## config.mk

```make
export PLATFORM = sky130hd
export DESIGN_NAME = mem_arbiter_flat
export DESIGN_NICKNAME = d
export VERILOG_FILES = /design/src/rtl/mem_arbiter_if.sv /design/src/rtl/mem_arbiter.sv /design/src/flat_wrapper.sv
export SDC_FILE = /design/constraint.sdc
export NUM_CORES = 1
export LEC_CHECK = 0
export CAP_MARGIN = 40
export CORE_MARGIN = 2
export CORE_UTILIZATION = 47
export CTS_CLUSTER_SIZE = 20
export DETAILED_ROUTE_END_ITERATION = 8
export GPL_ROUTABILITY_DRIVEN = 1
export GPL_TIMING_DRIVEN = 0
export PLACE_DENSITY = 0.85
export SETUP_SLACK_MARGIN = 0.2
export SLEW_MARGIN = 20
export SYNTH_ARGS = -nofsm -noshare
export SYNTH_HDL_FRONTEND = slang
export SYNTH_SLANG_ARGS = --single-unit
export TNS_END_PERCENT = 1
```

## constraint.sdc

```tcl
create_clock -name clock -period 3.3 [get_ports clock]
set_input_delay 0.66 -clock clock [delete_from_list [all_inputs] [get_ports clock]]
set_output_delay 0.66 -clock clock [all_outputs]
set_load 0.03 [all_outputs]
```

## src/rtl/mem_arbiter_if.sv

```systemverilog
// Bus bundle between the memory arbiter, its two requesters
// (instruction fetch and data) and the downstream memory controller.
// The master view belongs to the arbiter; the slave view belongs to the
// environment, i.e. the requesters and the memory controller together.
interface mem_arbiter_if #(
  parameter int ADDR_W = 32,
  parameter int DATA_W = 32
);
  // Instruction-fetch requester
  logic              i_req;
  logic [ADDR_W-1:0] i_addr;
  logic [DATA_W-1:0] i_rdata;
  logic              i_ack;

  // Data requester
  logic              d_req;
  logic              d_we;
  logic [ADDR_W-1:0] d_addr;
  logic [DATA_W-1:0] d_wdata;
  logic [DATA_W-1:0] d_rdata;
  logic              d_ack;

  // Memory controller
  logic              m_req;
  logic              m_we;
  logic [ADDR_W-1:0] m_addr;
  logic [DATA_W-1:0] m_wdata;
  logic [DATA_W-1:0] m_rdata;
  logic              m_ack;

  modport master (
    input  i_req, i_addr,
    output i_rdata, i_ack,
    input  d_req, d_we, d_addr, d_wdata,
    output d_rdata, d_ack,
    output m_req, m_we, m_addr, m_wdata,
    input  m_rdata, m_ack
  );

  modport slave (
    output i_req, i_addr,
    input  i_rdata, i_ack,
    output d_req, d_we, d_addr, d_wdata,
    input  d_rdata, d_ack,
    input  m_req, m_we, m_addr, m_wdata,
    output m_rdata, m_ack
  );
endinterface

```

## src/rtl/mem_arbiter.sv

```systemverilog
// Two-port memory arbiter: shares one memory controller between an
// instruction-fetch port and a data port. One operation is in flight at a
// time (IDLE -> ISSUE -> DONE). Ties are broken round-robin, a bounded wait
// counter guards against a controller that never acknowledges, and a sticky
// flag records any such timeout until the next reset.
module mem_arbiter #(
  parameter int ADDR_W   = 32,
  parameter int DATA_W   = 32,
  parameter int MAX_WAIT = 255
) (
  input  logic          clock,
  input  logic          reset_n,
  mem_arbiter_if.master bus,
  output logic          busy,
  output logic          timeout_err
);

  typedef enum logic [1:0] {
    IDLE  = 2'd0,
    ISSUE = 2'd1,
    DONE  = 2'd2
  } state_t;

  localparam logic GRANT_I = 1'b0;
  localparam logic GRANT_D = 1'b1;

  // Last ISSUE cycle in which an ack is still accepted; with MAX_WAIT = N the
  // request is presented to the controller for exactly N cycles.
  localparam logic [15:0] WAIT_LAST = 16'(MAX_WAIT - 1);

  state_t            state_reg,      state_next;
  logic              grant_reg,      grant_next;
  logic              last_grant_reg, last_grant_next;
  logic [15:0]       wait_cnt_reg,   wait_cnt_next;
  logic              m_we_reg,       m_we_next;
  logic [ADDR_W-1:0] m_addr_reg,     m_addr_next;
  logic [DATA_W-1:0] m_wdata_reg,    m_wdata_next;
  logic [DATA_W-1:0] i_rdata_reg,    i_rdata_next;
  logic [DATA_W-1:0] d_rdata_reg,    d_rdata_next;
  logic              i_ack_reg,      i_ack_next;
  logic              d_ack_reg,      d_ack_next;
  logic              timeout_reg,    timeout_next;

  // State and datapath registers; reset aborts any operation silently.
  always_ff @(posedge clock) begin
    if (!reset_n) begin
      state_reg      <= IDLE;
      grant_reg      <= GRANT_I;
      last_grant_reg <= GRANT_D;   // instruction side wins the first tie
      wait_cnt_reg   <= '0;
      m_we_reg       <= 1'b0;
      m_addr_reg     <= '0;
      m_wdata_reg    <= '0;
      i_rdata_reg    <= '0;
      d_rdata_reg    <= '0;
      i_ack_reg      <= 1'b0;
      d_ack_reg      <= 1'b0;
      timeout_reg    <= 1'b0;
    end else begin
      state_reg      <= state_next;
      grant_reg      <= grant_next;
      last_grant_reg <= last_grant_next;
      wait_cnt_reg   <= wait_cnt_next;
      m_we_reg       <= m_we_next;
      m_addr_reg     <= m_addr_next;
      m_wdata_reg    <= m_wdata_next;
      i_rdata_reg    <= i_rdata_next;
      d_rdata_reg    <= d_rdata_next;
      i_ack_reg      <= i_ack_next;
      d_ack_reg      <= d_ack_next;
      timeout_reg    <= timeout_next;
    end
  end

  // Next-state logic: arbitration in IDLE, wait/timeout in ISSUE, ack in DONE.
  always_comb begin
    state_next      = state_reg;
    grant_next      = grant_reg;
    last_grant_next = last_grant_reg;
    wait_cnt_next   = wait_cnt_reg;
    m_we_next       = m_we_reg;
    m_addr_next     = m_addr_reg;
    m_wdata_next    = m_wdata_reg;
    i_rdata_next    = i_rdata_reg;
    d_rdata_next    = d_rdata_reg;
    i_ack_next      = 1'b0;
    d_ack_next      = 1'b0;
    timeout_next    = timeout_reg;

    case (state_reg)
      IDLE: begin
        if (bus.i_req || bus.d_req) begin
          // Instruction wins when alone or when data was served last.
          if (bus.i_req && (!bus.d_req || (last_grant_reg == GRANT_D))) begin
            grant_next      = GRANT_I;
            last_grant_next = GRANT_I;
            m_we_next       = 1'b0;
            m_addr_next     = bus.i_addr;
            m_wdata_next    = '0;
          end else begin
            grant_next      = GRANT_D;
            last_grant_next = GRANT_D;
            m_we_next       = bus.d_we;
            m_addr_next     = bus.d_addr;
            m_wdata_next    = bus.d_wdata;
          end
          wait_cnt_next = '0;
          state_next    = ISSUE;
        end
      end

      ISSUE: begin
        wait_cnt_next = wait_cnt_reg + 16'd1;
        if (bus.m_ack) begin
          state_next = DONE;
          if (grant_reg == GRANT_I) begin
            i_rdata_next = bus.m_rdata;
            i_ack_next   = 1'b1;
          end else begin
            // A write leaves the data port's read value untouched.
            if (!m_we_reg) begin
              d_rdata_next = bus.m_rdata;
            end
            d_ack_next = 1'b1;
          end
        end else if (wait_cnt_reg == WAIT_LAST) begin
          // Controller never answered: complete with zero data and flag it.
          state_next   = DONE;
          timeout_next = 1'b1;
          if (grant_reg == GRANT_I) begin
            i_rdata_next = '0;
            i_ack_next   = 1'b1;
          end else begin
            if (!m_we_reg) begin
              d_rdata_next = '0;
            end
            d_ack_next = 1'b1;
          end
        end
      end

      DONE: begin
        state_next = IDLE;
      end

      default: begin
        state_next = IDLE;
      end
    endcase
  end

  assign bus.m_req   = (state_reg == ISSUE);
  assign bus.m_we    = m_we_reg;
  assign bus.m_addr  = m_addr_reg;
  assign bus.m_wdata = m_wdata_reg;
  assign bus.i_rdata = i_rdata_reg;
  assign bus.i_ack   = i_ack_reg;
  assign bus.d_rdata = d_rdata_reg;
  assign bus.d_ack   = d_ack_reg;
  assign busy        = (state_reg != IDLE);
  assign timeout_err = timeout_reg;

endmodule

```

## src/flat_wrapper.sv

```systemverilog
// flat-port wrapper written by rule: the top's interface ports become plain ports
module mem_arbiter_flat 
#(
  parameter int ADDR_W   = 32,
  parameter int DATA_W   = 32,
  parameter int MAX_WAIT = 255
)
  (clock, reset_n, busy, timeout_err, bus_i_req, bus_i_addr, bus_i_rdata, bus_i_ack, bus_d_req, bus_d_we, bus_d_addr, bus_d_wdata, bus_d_rdata, bus_d_ack, bus_m_req, bus_m_we, bus_m_addr, bus_m_wdata, bus_m_rdata, bus_m_ack);
  mem_arbiter_if #(.ADDR_W(ADDR_W), .DATA_W(DATA_W)) bus_i ();
  input  logic clock;
  input  logic reset_n;
  output logic busy;
  output logic timeout_err;
  input wire logic [$bits(bus_i.i_req)-1:0] bus_i_req;
  input wire logic [$bits(bus_i.i_addr)-1:0] bus_i_addr;
  output wire logic [$bits(bus_i.i_rdata)-1:0] bus_i_rdata;
  output wire logic [$bits(bus_i.i_ack)-1:0] bus_i_ack;
  input wire logic [$bits(bus_i.d_req)-1:0] bus_d_req;
  input wire logic [$bits(bus_i.d_we)-1:0] bus_d_we;
  input wire logic [$bits(bus_i.d_addr)-1:0] bus_d_addr;
  input wire logic [$bits(bus_i.d_wdata)-1:0] bus_d_wdata;
  output wire logic [$bits(bus_i.d_rdata)-1:0] bus_d_rdata;
  output wire logic [$bits(bus_i.d_ack)-1:0] bus_d_ack;
  output wire logic [$bits(bus_i.m_req)-1:0] bus_m_req;
  output wire logic [$bits(bus_i.m_we)-1:0] bus_m_we;
  output wire logic [$bits(bus_i.m_addr)-1:0] bus_m_addr;
  output wire logic [$bits(bus_i.m_wdata)-1:0] bus_m_wdata;
  input wire logic [$bits(bus_i.m_rdata)-1:0] bus_m_rdata;
  input wire logic [$bits(bus_i.m_ack)-1:0] bus_m_ack;
  assign bus_i.i_req = bus_i_req;
  assign bus_i.i_addr = bus_i_addr;
  assign bus_i_rdata = bus_i.i_rdata;
  assign bus_i_ack = bus_i.i_ack;
  assign bus_i.d_req = bus_d_req;
  assign bus_i.d_we = bus_d_we;
  assign bus_i.d_addr = bus_d_addr;
  assign bus_i.d_wdata = bus_d_wdata;
  assign bus_d_rdata = bus_i.d_rdata;
  assign bus_d_ack = bus_i.d_ack;
  assign bus_m_req = bus_i.m_req;
  assign bus_m_we = bus_i.m_we;
  assign bus_m_addr = bus_i.m_addr;
  assign bus_m_wdata = bus_i.m_wdata;
  assign bus_i.m_rdata = bus_m_rdata;
  assign bus_i.m_ack = bus_m_ack;
  mem_arbiter #(.ADDR_W(ADDR_W), .DATA_W(DATA_W), .MAX_WAIT(MAX_WAIT)) u_core (.clock(clock), .reset_n(reset_n), .bus(bus_i), .busy(busy), .timeout_err(timeout_err));
endmodule
```

# Yosys cells after proc, flatten, opt, wreduce, memory -nomap -nowiden
# Index checks and enable logic that the tools add are counted.
word_totals:
  elab_cells: 61
  input_bits: 134
  ff_bits: 152
  output_inout_bits: 134
op_classes:
  n_bitwise: 3
  addsub: 1
  mux: 26
  eq_ne: 4
  reduce_logical: 15
op_table:
  columns: ["operator", "n"]
  rows:
  - ["$mux W32", 12]
  - ["$pmux W16 S2", 1]
  - ["$add A16 B1 Y16 const B", 1]
  - ["$eq A16 B8 Y1 const B", 1]
  - ["$mux W16", 1]
  - ["$mux W1", 8]
  - ["$reduce_and A2 Y1", 4]
  - ["$mux W2", 3]
  - ["$reduce_and A3 Y1", 2]
  - ["$reduce_bool A2 Y1", 3]
  - ["$pmux W2 S2", 1]
  - ["$reduce_and A4 Y1", 1]
  - ["$ne A3 B1 Y1 const B", 1]
  - ["$not A1 Y1", 3]
  - ["$eq A2 B1 Y1 const B", 1]
  - ["$logic_not A2 Y1", 1]
  - ["$logic_or A1 B1 Y1", 2]
  - ["$ne A2 B1 Y1 const B", 1]
  - ["$logic_and A1 B1 Y1", 1]
  - ["$logic_not A1 Y1", 1]

# Logic depth before layout (Yosys ltp)
# Gate-level depths: netlist (run 1).
depth:
  ltp_word: 4
  mapped_depth: 8

# Worst setup path after synthesis (run 1)
# OpenSTA, ideal clock, no wires.
synth_timing:
  kind: "flip-flop to flip-flop"
  start: "register u_core.state_reg[1]"
  end: "register u_core.i_rdata_reg[10], in the netlist u_core.bus.i_rdata[10]"
  slack_ns: 1.641
  t_required_ns: 3.176
  path_buffers: 2
  path_stages_with_launch: 8
  arrival_time_ns: 1.535
  synth_period_minus_slack_ns: 1.659
  path_cell_list: "dfxtp_1 nand2b_1 buf_2 inv_1 nand2b_1 clkbuf_1 a311oi_1 nand2_1"
synth_between:
  elab_chain_cells: 2
synth_rtl:
  columns: ["element", "line_no", "rtl"]
  rows:
  - ["start: declaration", "mem_arbiter.sv:31", "state_t state_reg, state_next;"]
  - ["start signal: assignment", "mem_arbiter.sv:60", "state_reg <= state_next;"]
  - ["$eq A2 B1 Y1", null, null]
  - ["net bus_m_req", "flat_wrapper.sv:24", "output wire logic [$bits(bus_i.m_req)-1:0] bus_m_req;"]
  - ["$reduce_and A3 Y1 (no line)", null, null]
  - ["end signal: assignment", "mem_arbiter.sv:67", "i_rdata_reg <= i_rdata_next;"]
  - ["end: declaration", "mem_arbiter.sv:38", "logic [DATA_W-1:0] i_rdata_reg, i_rdata_next;"]
# The timed path passes the listed nets, and every way through them passes these cells.
# A chain may end at the register's enable or synchronous reset.

# Worst setup path in the final report (run 1)
layout_timing:
  start: "register u_core.state_reg[1]"
  end: "output bus_m_req"
layout_between:
  elab_chain_cells: 1
layout_rtl:
  columns: ["element", "line_no", "rtl"]
  rows:
  - ["$eq A2 B1 Y1", "mem_arbiter.sv:152", "assign bus.m_req = (state_reg == ISSUE);"]
  - ["end: declaration", "flat_wrapper.sv:24", null]
# Every way passes these cells.

==> results of run 1 <==
-- worst paths after layout --
path	endpoint	slack [ns]	cells past startpoint
worst min-delay path	u_core.timeout_err	0.46	2
worst max-delay path	bus_m_req	0.68	4
worst min register to register	u_core.timeout_err	0.46	2
worst max register to register	u_core.bus.d_rdata[28]	0.97	8
-- worst max-delay path, stage by stage (launching register included) --
cell and delay, ns:
dfxtp_1 0.35, nand2b_1 0.15, buf_2 0.17, inv_1 0.15, clkdlybuf4s50_1 0.71
-- layout make-up --
class / instances / area [um^2] / share of cell area (%)
Buffer: 81 / 432 / 4.15
Clock buffer: 21 / 460 / 4.43
Clock inverter: 10 / 169 / 1.62
Inverter: 6 / 22.5 / 0.217
Multi-Input combinational cell: 548 / 3360 / 32.3
Sequential cell: 152 / 3040 / 29.3
Tap cell: 184 / 230 / 2.21
Timing Repair Buffer: 268 / 2680 / 25.8
-- layer usage --
layer  part of all wire [%]  GRT usage [%]
met5                      0              0
met4                    2.7           10.4
met3                    9.2           8.81
met2                     49           47.6
met1                     40           33.8
-- per-stage QoR --
stage / area, um^2 / utilization, % / setup slack, ns / power (mW)
global route: 10400 / 72.4 / 0.597 / 5.79
global placement: 9760 / 67.9 / 0.652 / 3.51
floorplan: 6860 / - / 1.64 / 2.89
finish: 10400 / 72.4 / 0.683 / 5.60
detailed placement: 9760 / 67.9 / 0.630 / 3.53
CTS: 10400 / 72.3 / 0.685 / 5.60
-- layout by cell type (no fill, tap or decap), drive strengths merged, types with 6 or more instances in the layout --
cell type,netlist,final
nor2,80,80
mux2i,32,32
buf,47,47
o41ai,6,6
a22oi,33,33
inv,6,7
o31ai,32,32
a311oi,33,33
dfxtp,152,152
nand2,102,102
a31oi,37,37
clkbuf,34,56
nand3,7,7
a21oi,73,73
clkdlybuf4s50,0,267
a211oi,34,34
nand3b,34,34
-- power groups by stage --
stage	Clock [mW]	Combinational [mW]	Sequential, mW
6_report	2.09	1.37	2.14
3_3_place_gp	0	1.34	2.16
2_1_floorplan	0	0.428	2.46
4_1_cts	2.11	1.37	2.13
3_5_place_dp	0	1.36	2.17
5_1_grt	2.19	1.45	2.15
-- kinds of logic (layout without fill, tap and decap cells) --
family	after synthesis	after routing	share of synthesized area, %
flip-flops	152	152	44.4
multiplexers	32	32	4.67
AO/OA/AOI/OAI	265	265	26.5
adder cells (fa/ha/maj)	2	2	0.365
buffers and inverters	87	386	6.62
AND/OR/NAND/NOR	249	249	17.5
==> reports/qor.yml, run 1 <==
outcome: "complete, no violations"
ys_top_cells_by_area: "dfxtp_1 44%, nand2_1 5.6%, a21oi_1 5.3%"
synth_top_area_share_pct: 44.4
fillCellCount: 1114
postSynthAreaPerCell_um2: 8.72
clockPowerShare_pct: 37.4
cts-buffers-inserted: 17
relSlewSlack_pct: 54.4
grt_util_all_layers_pct: 28.2
ys_seq_area_share_pct: 44.4
drc: 0
setup_viol: 0
grt_pass1_vias: 6975
n_antenna_cell: 0
placedCellCount: 1238
cts.reportedPaths.clkPinSlew_ns: 0.06
final_cell_count_no_fill: 1270
die_w_um: 125
fp.dieH_um: 125
synth_area_um2: 6860
num_vias: 7388
cts_sinks: 152
cap_viol_max_count: 0
clockBufferDepth: 2
drive_gt1_share_pct: 7.73
initial_core_util_pct: 47.7
fin_skew_ns: 0.00764
worstPathMaxFanout: 9
port_buffers: 267
grt_setup_unrepaired: "no"
cts_tree: "yes"
cp-startpoint: "u_core.state_reg[1]"
cts.root.buffer_cell: "clkbuf_16"
period_needed_ns: 2.62
ys_warn_count: 0
routed_wl_um: 22700
seq_power_share_pct: 38.1
synthFlopType: "dfxtp_1"
setup_tns_ns: 0
ys_ff_latch: 152
start_kind: "flop"
cts.hold.buffers_added: 0
p_switching_mw: 1.68
holdWs_ns: 0.458
synth.net_count: 923
ir_worst_vdd_mv: 0.349
cts_max_level: 4
power.leakage_nw: 3.95
endpoint_kind: "output pin"
coreArea_um2: 14400
holdCritStartpoint: "u_core.timeout_err"
post-dp-hpwl_um: 16400
clock_latency_ns: 0.43
num_rows: 44
die_area_um2: 15600
finalCritPeriodShare_pct: 79.3
grt_max_degree: 17
cts_setup_buffers: 0
switching_share_pct: 30.0
r2r_start: "u_core.wait_cnt_reg[0]"
worstHoldPathType: "reg -> reg"
power.internal_mw: 3.92
gp_congestion: 0.872
syn-instance-count: 787
avgViaCountPerCell: 5.82
ant_nets: 0
p_comb_share_pct: 24.4
worstPathArrival_ns: 1.96
layout.nets: 1210
synth_top_area_cell: "dfxtp_1"
antenna_found_initial: 0
p_per_area_nw_per_um2: 539
fmax_ghz: 0.382
pin_count: 268
hold_violations: 0
grt_pass1_wl_um: 35800
cts.repair.resized: 0
dr.first_iter.drc_count: 733
wl_per_cell_um: 17.9
dr.pass1.iters: 5
slew_viol_final: 0
grt.overflow.total: 0
path_class: "reg -> out"
synthTopCellsByCount: "152 x dfxtp_1, 102 x nand2_1, 79 x nor2_1"
worst_pin_slew_ns: 0.684
synth_cell_types: 49
yosysMostFrequentCell: "dfxtp_1"
area_delta_synth_final_pct: 51.6
async_flop_share_pct: 0
required_ns: 2.64
synth_edf_count: 0
Power figures use the tool's default switching activity.
==> inputs of run 2 (changes only) <==
--- a/config.mk
+++ b/config.mk
@@ -7,12 +7,12 @@
 export LEC_CHECK = 0
 export CAP_MARGIN = 40
 export CORE_MARGIN = 2
-export CORE_UTILIZATION = 47
+export CORE_UTILIZATION = 44
 export CTS_CLUSTER_SIZE = 20
 export DETAILED_ROUTE_END_ITERATION = 8
 export GPL_ROUTABILITY_DRIVEN = 1
 export GPL_TIMING_DRIVEN = 0
-export PLACE_DENSITY = 0.85
+export PLACE_DENSITY = 0.81
 export SETUP_SLACK_MARGIN = 0.2
 export SLEW_MARGIN = 20
 export SYNTH_ARGS = -nofsm -noshare
==> constraint.sdc (replaced) <==
create_clock -name clock -period 2.7 [get_ports clock]
set_input_delay 0.54 -clock clock [delete_from_list [all_inputs] [get_ports clock]]
set_output_delay 0.54 -clock clock [all_outputs]
set_load 0.03 [all_outputs]
==> reports/qor.yml, run 2 (synthesis gave the netlist of run 1 again) <==
outcome: "complete, no violations"
cp_top_family: "buffers and inverters"
p_switching_mw: 2.10
slowest_stage: "clkdlybuf4s50_1"
clockBufferDepth: 2
switching_share_pct: 31.9
cap_viol_max_count: 0
worstPathArrival_ns: 1.86
cts_setup_buffers: 0
drc: 0
worst_pin_slew_ns: 0.658
coreArea_um2: 15200
cts.reportedPaths.clkPinSlew_ns: 0.06
endpoint_kind: "output pin"
grt_pass1_wl_um: 34700
clock_latency_ns: 0.43
cts_max_level: 4
fmax_ghz: 0.417
routed_wl_um: 22500
placedCellCount: 1243
start_kind: "flop"
die_w_um: 129
fin_skew_ns: 0.00935
power.leakage_nw: 3.93
hold_violations: 0
grt_util_all_layers_pct: 26.5
finalCritPeriodShare_pct: 88.7
final_common_cell: "clkdlybuf4s50_1"
seq_power_share_pct: 39.7
grt_pass1_vias: 6773
final_cell_mix: "266 x clkdlybuf4s50_1, 152 x dfxtp_1, 102 x nand2_1, 79 x nor2_1, 73 x a21oi_1"
required_ns: 2.16
grt_max_degree: 17
drive_gt1_share_pct: 8.00
pin_count: 268
postLayoutCoreUtil_pct: 68.0
dr.pass1.iters: 6
path_class: "reg -> out"
antenna_found_initial: 2
worstHoldPathType: "reg -> reg"
area_delta_synth_final_pct: 50.8
final_cell_count_no_fill: 1277
setup_tns_ns: 0
relSlewSlack_pct: 56.1
worstPathCellList: "or2_1 > buf_2 > clkdlybuf4s50_1"
fp.dieH_um: 129
p_per_area_nw_per_um2: 635
wl_per_cell_um: 17.6
fillCellCount: 1273
power.internal_mw: 4.48
p_comb_share_pct: 25.4
initial_core_util_pct: 45.1
cts_sinks: 152
num_rows: 45
dr.first_iter.drc_count: 576
holdWs_ns: 0.457
grt_setup_unrepaired: "no"
die_area_um2: 16600
ir_worst_vdd_mv: 0.485
cts_tree: "yes"
worstPathMaxFanout: 6
path_buf_inv: 2
slowest_delay_ns: 0.72
gp_congestion: 0.887
setup_viol: 0
cts.root.buffer_cell: "clkbuf_16"
post-dp-hpwl_um: 16700
layout.nets: 1210
period_needed_ns: 2.40
port_buffers: 267
clockPowerShare_pct: 34.9
ant_nets: 0
num_vias: 7259
grt.overflow.total: 0
cts-buffers-inserted: 17
avgViaCountPerCell: 5.68
slew_viol_final: 0
-- run 2: cell types whose count changed in the layout (fill, tap and decap cells not counted), moves of 2 or more --
| cell | previous run | this run |
|---|---|---|
| clkbuf_1 | 36 | 34 |
| bufinv_16 | 4 | 1 |
| clkbuf_8 | 2 | 0 |
| clkinv_2 | 0 | 2 |
| diode_2 | 0 | 2 |
| inv_6 | 1 | 7 |
-- run 2: final timing paths --
check / from / end / slack [ns] / cells past startpoint
worst max-delay path: u_core.state_reg[0] / busy / 0.30 / 3
worst min-delay path: u_core.timeout_err / u_core.timeout_err / 0.46 / 2
worst max register to register: u_core.wait_cnt_reg[0] / u_core.bus.d_rdata[26] / 0.33 / 8
worst min register to register: u_core.timeout_err / u_core.timeout_err / 0.46 / 2
-- run 2: power by group through the flow --
stage | logic (mW) | clock network (mW) | registers [mW]
global placement | 1.65 | 0 | 2.64
detailed placement | 1.67 | 0 | 2.65
global route | 1.78 | 2.43 | 2.63
finish | 1.67 | 2.30 | 2.61
floorplan | 0.523 | 0 | 3.01
CTS | 1.67 | 2.32 | 2.60
-- run 2: layout make-up --
cell class	count	area, um^2	share of cell area (%)
multi-input cells	548	3360	32.5
flip-flops and latches	152	3040	29.4
repair buffers	268	2680	25.9
plain buffers	81	432	4.17
clock buffers	17	425	4.11
well taps	188	235	2.27
clock inverters	15	141	1.37
inverters	6	22.5	0.218
diodes	2	5.00	0.0484
-- run 2: per-stage QoR --
step | cell area, um^2 | setup slack, ns | power, mW
CTS | 10300 | 0.282 | 6.60
global route | 10300 | 0.213 | 6.84
detailed placement | 9770 | 0.170 | 4.32
finish | 10300 | 0.304 | 6.57
global placement | 9770 | 0.183 | 4.30
floorplan | 6860 | 1.04 | 3.53
-- run 2: tightest hold or removal path: cells and delay by family (launching register included) --
| kind | cells | cell delay (ns) |
|---|---|---|
| flops | 1 | 0.33 |
| compound gates | 1 | 0.05 |
| simple gates | 1 | 0.05 |
-- run 2: timing repair --
action                                  in CTS  in global routing
gates resized for setup                      1                  0
endpoints found under the setup margin       1                  0
hold buffers                                 0                  0
-- run 2: metal layers --
metal	global-route usage [%]	share of wire, %	vias to the layer above
met5	0	0	-
met4	9.46	2.6	0
met3	8.73	9.1	43
met2	44.7	48	328
met1	31.6	41	3398
li1	-	-	3490
